--- config.mk ---
export PLATFORM = sky130hd
export DESIGN_NAME = port_frame_transmitter
export DESIGN_NICKNAME = d
export VERILOG_FILES = /design/src/rtl/port_frame_transmitter_pkg.sv /design/src/rtl/port_frame_transmitter_tx_beat_shifter.sv /design/src/rtl/port_frame_transmitter.sv
export SDC_FILE = /design/constraint.sdc
export NUM_CORES = 1
export LEC_CHECK = 0
export CORE_MARGIN = 3
export CORE_UTILIZATION = 31
export CTS_BUF_LIST = sky130_fd_sc_hd__clkbuf_8 sky130_fd_sc_hd__clkbuf_16
export DETAILED_ROUTE_END_ITERATION = 10
export SLEW_MARGIN = 20
export SYNTH_ARGS = -nofsm -noshare
export SYNTH_HDL_FRONTEND = slang
export SYNTH_SLANG_ARGS = --single-unit
--- constraint.sdc ---
create_clock -name clk -period 5.55 [get_ports clk]
set_input_delay 1.11 -clock clk [delete_from_list [all_inputs] [get_ports clk]]
set_output_delay 1.11 -clock clk [all_outputs]
set_load 0.005 [all_outputs]
--- src/rtl/port_frame_transmitter_pkg.sv ---
// rtl/port_frame_transmitter_pkg.sv - shared types and helpers for the port frame transmitter
package port_frame_transmitter_pkg;

    typedef enum logic [1:0] {
        IDLE  = 2'd0,
        SHIFT = 2'd1,
        GAP   = 2'd2
    } tx_state_type;

    function automatic int calcBeatsPerWord(input int parrallelWidth, input int serialWidth);
        return parrallelWidth / serialWidth;
    endfunction

endpackage

--- src/rtl/port_frame_transmitter_tx_beat_shifter.sv ---
// rtl/port_frame_transmitter_tx_beat_shifter.sv - word shift register and beat counter with pause hold
module port_frame_transmitter_tx_beat_shifter #(
    parameter int serialWidth    = 8,
    parameter int parrallelWidth = 32
) (
    input  logic                      clk,
    input  logic                      rstn,
    input  logic                      load,
    input  logic [parrallelWidth-1:0] loadData,
    input  logic                      pause,
    output logic [serialWidth-1:0]    beat,
    output logic                      firstBeat,
    output logic                      lastBeat
);
    import port_frame_transmitter_pkg::*;

    localparam int beatsPerWord = calcBeatsPerWord(parrallelWidth, serialWidth);
    localparam int cntW = (beatsPerWord > 1) ? $clog2(beatsPerWord) : 1;

    logic [parrallelWidth-1:0] shiftReg;
    logic [cntW-1:0]           beatCnt;
    logic                      active;

    // load wins over advance so a new word can follow the last beat without a bubble
    always_ff @(posedge clk or negedge rstn) begin
        if (!rstn) begin
            shiftReg <= '0;
            beatCnt  <= '0;
            active   <= 1'b0;
        end else if (load) begin
            shiftReg <= loadData;
            beatCnt  <= '0;
            active   <= 1'b1;
        end else if (active && !pause) begin
            if (lastBeat) begin
                active <= 1'b0;
            end else begin
                shiftReg <= shiftReg >> serialWidth;
                beatCnt  <= beatCnt + 1'b1;
            end
        end
    end

    assign beat      = shiftReg[serialWidth-1:0];
    assign firstBeat = (beatCnt == '0);
    assign lastBeat  = (beatCnt == cntW'(beatsPerWord - 1));

endmodule

--- src/rtl/port_frame_transmitter.sv ---
// rtl/port_frame_transmitter.sv - framed word-to-beat serialiser for one switch port; PORT_TX_STATS_EN adds counters
module port_frame_transmitter #(
    parameter int serialWidth      = 8,
    parameter int parrallelWidth   = 32,
    parameter int interFrameGap    = 2,
    parameter int maxWordsPerFrame = 64
) (
    input  logic                      clk,
    input  logic                      rstn,
    input  logic [parrallelWidth-1:0] wordData,
    input  logic                      wordValid,
    output logic                      wordReady,
    input  logic                      wordSof,
    input  logic                      wordEof,
    input  logic                      wordError,
    input  logic                      pause,
    output logic [serialWidth-1:0]    pushData,
    output logic                      push,
    output logic                      pushDataStartOfFrame,
    output logic                      pushDataEndOfFrame,
    output logic                      pushDataError,
    output logic                      busy
`ifdef PORT_TX_STATS_EN
    ,
    output logic [31:0]               txFrameCount,
    output logic [31:0]               txErrorFrameCount,
    output logic [31:0]               txDroppedWordCount
`endif
);
    import port_frame_transmitter_pkg::*;

    localparam int countW  = $clog2(maxWordsPerFrame + 1);
    localparam int gapW    = (interFrameGap > 1) ? $clog2(interFrameGap) : 1;
    localparam int gapLoad = (interFrameGap > 0) ? interFrameGap - 1 : 0;
    localparam bit gapOn   = (interFrameGap > 0);

    tx_state_type state, stateNext;

    logic                   outOfReset;
    logic                   inFrame, dropping, frameErr;
    logic [countW-1:0]      wordCount, nextCount;
    logic                   curSof, curEof, curErr;
    logic [gapW-1:0]        gapCnt;
    logic [serialWidth-1:0] beat;
    logic                   firstBeat, lastBeat;
    logic                   accept, drop, load;
    logic                   sofStart, lateSof, forcedEnd, wordEnds, wordBad;

    port_frame_transmitter_tx_beat_shifter #(
        .serialWidth   (serialWidth),
        .parrallelWidth(parrallelWidth)
    ) u_shifter (
        .clk      (clk),
        .rstn     (rstn),
        .load     (load),
        .loadData (wordData),
        .pause    (pause),
        .beat     (beat),
        .firstBeat(firstBeat),
        .lastBeat (lastBeat)
    );

    // a frame-ending last beat only opens the port when there is no gap to enforce
    assign wordReady = (state == IDLE && outOfReset) ||
                       (state == SHIFT && !pause && lastBeat && !(curEof && gapOn));

    assign accept    = wordValid && wordReady;
    assign drop      = dropping || (!inFrame && !wordSof);
    assign load      = accept && !drop;
    assign sofStart  = wordSof && !inFrame;
    assign lateSof   = wordSof && inFrame;
    assign nextCount = inFrame ? wordCount + 1'b1 : countW'(1);
    assign forcedEnd = (nextCount == countW'(maxWordsPerFrame)) && !wordEof;
    assign wordEnds  = wordEof || forcedEnd;
    assign wordBad   = (wordEof && wordError) || frameErr || lateSof || forcedEnd;
    assign busy      = (state != IDLE) || inFrame;

    always_ff @(posedge clk or negedge rstn) begin
        if (!rstn) begin
            state <= IDLE;
        end else begin
            state <= stateNext;
        end
    end

    always_comb begin
        stateNext            = state;
        push                 = 1'b0;
        pushData             = '0;
        pushDataStartOfFrame = 1'b0;
        pushDataEndOfFrame   = 1'b0;
        pushDataError        = 1'b0;
        case (state)
            IDLE: begin
                if (load) stateNext = SHIFT;
            end
            SHIFT: begin
                push                 = !pause;
                pushData             = pause ? '0 : beat;
                pushDataStartOfFrame = !pause && firstBeat && curSof;
                pushDataEndOfFrame   = !pause && lastBeat && curEof;
                pushDataError        = !pause && lastBeat && curEof && curErr;
                if (!pause && lastBeat && !load) stateNext = (curEof && gapOn) ? GAP : IDLE;
            end
            GAP: begin
                if (gapCnt == '0) stateNext = IDLE;
            end
            default: stateNext = IDLE;
        endcase
    end

    always_ff @(posedge clk or negedge rstn) begin
        if (!rstn) begin
            gapCnt <= '0;
        end else if (state != GAP) begin
            gapCnt <= gapW'(gapLoad);
        end else begin
            gapCnt <= gapCnt - 1'b1;
        end
    end

    // frame bookkeeping is settled at word acceptance; the per-word flags ride with the shifter
    always_ff @(posedge clk or negedge rstn) begin
        if (!rstn) begin
            outOfReset <= 1'b0;
            inFrame    <= 1'b0;
            dropping   <= 1'b0;
            frameErr   <= 1'b0;
            wordCount  <= '0;
            curSof     <= 1'b0;
            curEof     <= 1'b0;
            curErr     <= 1'b0;
        end else begin
            outOfReset <= 1'b1;
            if (accept && drop) begin
                if (dropping && wordEof) dropping <= 1'b0;
            end else if (load) begin
                curSof    <= sofStart;
                curEof    <= wordEnds;
                curErr    <= wordBad;
                inFrame   <= !wordEnds;
                wordCount <= wordEnds ? '0 : nextCount;
                frameErr  <= !wordEnds && (frameErr || lateSof);
                dropping  <= forcedEnd;
            end
        end
    end

`ifdef PORT_TX_STATS_EN
    always_ff @(posedge clk or negedge rstn) begin
        if (!rstn) begin
            txFrameCount       <= '0;
            txErrorFrameCount  <= '0;
            txDroppedWordCount <= '0;
        end else begin
            if (pushDataEndOfFrame) txFrameCount      <= txFrameCount + 1'b1;
            if (pushDataError)      txErrorFrameCount <= txErrorFrameCount + 1'b1;
            if (accept && drop)     txDroppedWordCount <= txDroppedWordCount + 1'b1;
        end
    end
`endif

endmodule

==> metrics <==
status=finished clean; most frequent cells in the layout=80 x nand2_1, 52 x dfrtp_1, 51 x clkdlybuf4s50_1; RSZ-0062 raised after global routing=no; vias in the first global route=1867; Setup Buffers After CTS=0; Cells after DPL=434; ANT cells=0; PortBufs=52; Main synth FF type=dfrtp_1; First DRT Iteration DRCs=109; boundary pin count=53; non-filler cells, final=442; synthesized area=0.00254 mm^2; Yosys reg bits=52; global-route wire length before repair=8.89 mm; Max Cap Violations=0; detailed-route wire length=5.63 mm; top-area cell type share of the netlist area=51.3%; Nets=381; Inserted Clock Buffers=5; HPWL Detailed=3.74 mm; Reg clk slew, reported paths=0.09 ns; RR Startpoint=wordCount[0]; final worst slack=1.78 ns; All-Layer GR Usage=12.3%; Die X=96.5 um; GPL Wtd Cong=0.772; pwr dens=408 mW/mm^2; VDD IR max=221 uV; Setup violations, final=0; post-layout instance area=0.00325 mm^2; Root Driver=clkbuf_8; FF-to-FF setup slack=3.26 ns; Post-synth EDFFs=0; Crit Reg-Reg Endpoint=frameErr; row cnt=32; vias per cell=4.71; Worst-Skew Late Latency=0.32 ns; Area Growth Syn to Fin=27.8%; CTS tree=yes; Worst setup SP type=primary input; Sink Count=52; CP Class=primary input to output pin; commonest non-fill, non-tap cell in the layout=nand2_1; syn nets=337; Hold Path Sink=gapCnt; Slew HR=35.7%; yosys warns=0; setup TNS=0 ns; Post-synth ARST share=100%; Place WS=1.80 ns; skew final=0.00986 ns; drc violations=0; top cell type by total area after synthesis=dfrtp_1; Hold Crit Class=flip-flop to flip-flop; fmax=266 MHz; Least-Margin Pin Slew=0.964 ns; Initial Util=32.4%; Critical Path Fanout Max=10; number of gates resized after cts=0; HP Start=gapCnt; Core Area=0.00785 mm^2; Synth Instances=295; worst reg-to-reg path cell count=6; CTS H-Tree Depth=2; Finished Core Util=41.4%; period utilization=67.8%; hold depth=1; Tmin final=3.77 ns; Post-CTS Hold Fix Bufs=0; Die Span Y=96.5 um; total grt overflow=0; post-synthesis sequential area ratio=51.3%; pin count of the biggest net entering global routing=75; Routed Antenna Nets=0; full die area=0.00931 mm^2; worst path arrival time=2.66 ns; vias=2082; final hold slack=0.481 ns; endpoints failing hold=0; drt pass-1 iters=4; initial antenna violation count=0; wire length per cell=12.7 um; LEAKAGE=1.39 nW; overall power=1.32 mW; post-synthesis cell type count=40; clk buf depth=2; fraction of layout cells with a size suffix above 1=5.59%; Area contributors post-synth=dfrtp_1 51%, nand2_1 12%, a31oi_1 6.2%; WP data required=4.44 ns; Avg Cell Area, Syn=8.61 um^2; Setup crit end kind=output pin; fill count=826; Final Max Slew Viols=0; placed instance area=0.00313 mm^2
[registers in the layout, summed over array words and instances (netlist names), 2 cells and up]
name                count
state                   2
wordCount               7
u_shifter.shiftReg     32
u_shifter.beatCnt       2
[layer usage]
| layer | up-vias | track usage, % | share of wire (%) |
|---|---|---|---|
| li1 | 1079 | - | - |
| met1 | 959 | 17.5 | 49 |
| met2 | 42 | 18.4 | 45 |
| met3 | 2 | 2.09 | 4.7 |
| met4 | 0 | 4.91 | 0.83 |
| met5 | - | 0 | 0 |
[worst max-delay path by stage]
stage / from / end / slack, ns / cells after the start
floorplan: pause / pushDataStartOfFrame / 2.58 / 2
global placement: pause / pushDataStartOfFrame / 1.78 / 5
detailed placement: pause / pushDataStartOfFrame / 1.80 / 5
CTS: pause / pushDataStartOfFrame / 1.78 / 5
global route: pause / pushDataStartOfFrame / 1.71 / 5
finish: pause / pushDataStartOfFrame / 1.78 / 5
[power breakdown]
group          internal, mW  switching [mW]
clock network         0.137           0.132
logic                 0.214           0.227
registers             0.521          0.0941
total                 0.872           0.453
[cells by family (layout without fill, tap and decap cells)]
family | count (synthesis) | after routing | share of synthesized area [%]
and+or+nand+nor | 162 | 162 | 28.7
AOI/OAI and AO/OA | 52 | 52 | 13.3
DFF | 52 | 52 | 51.3
buffers and inverters | 20 | 65 | 3.30
xor gates and xnor gates | 4 | 4 | 1.38
adders and majority gates | 3 | 3 | 1.48
other | 1 | 1 | 0.148
muxes | 1 | 1 | 0.394
[Yosys cell counts, types with 2 or more instances]
cell type,number
dfrtp_1,52
nor3b_1,4
nand3b_1,2
buf_4,2
or3_1,2
a31oi_1,25
o21ai_0,10
xnor2_1,3
inv_1,2
nand2b_1,3
a22o_1,2
and3_1,2
nor2b_1,2
and2_1,10
ha_1,3
buf_1,6
nor2_1,37
nand3_1,10
clkbuf_1,9
nand2_1,81
a21oi_1,9
[area by class of cell]
class | count | area, um^2 | area share (%)
clock inverters | 3 | 46.3 | 1.43
clock buffers | 5 | 68.8 | 2.12
well taps | 102 | 128 | 3.93
inverters | 2 | 7.51 | 0.231
flip-flops and latches | 52 | 1300 | 40.1
repair buffers | 55 | 538 | 16.6
multi-input cells | 223 | 1160 | 35.6
[critical path, stage by stage]
cell             delay (ns)
clkdlybuf4s50_1        0.45
nor3b_1                0.20
buf_4                  0.20
and3_1                 0.19
clkdlybuf4s50_1        0.51
(Power assumes the default switching activity.)
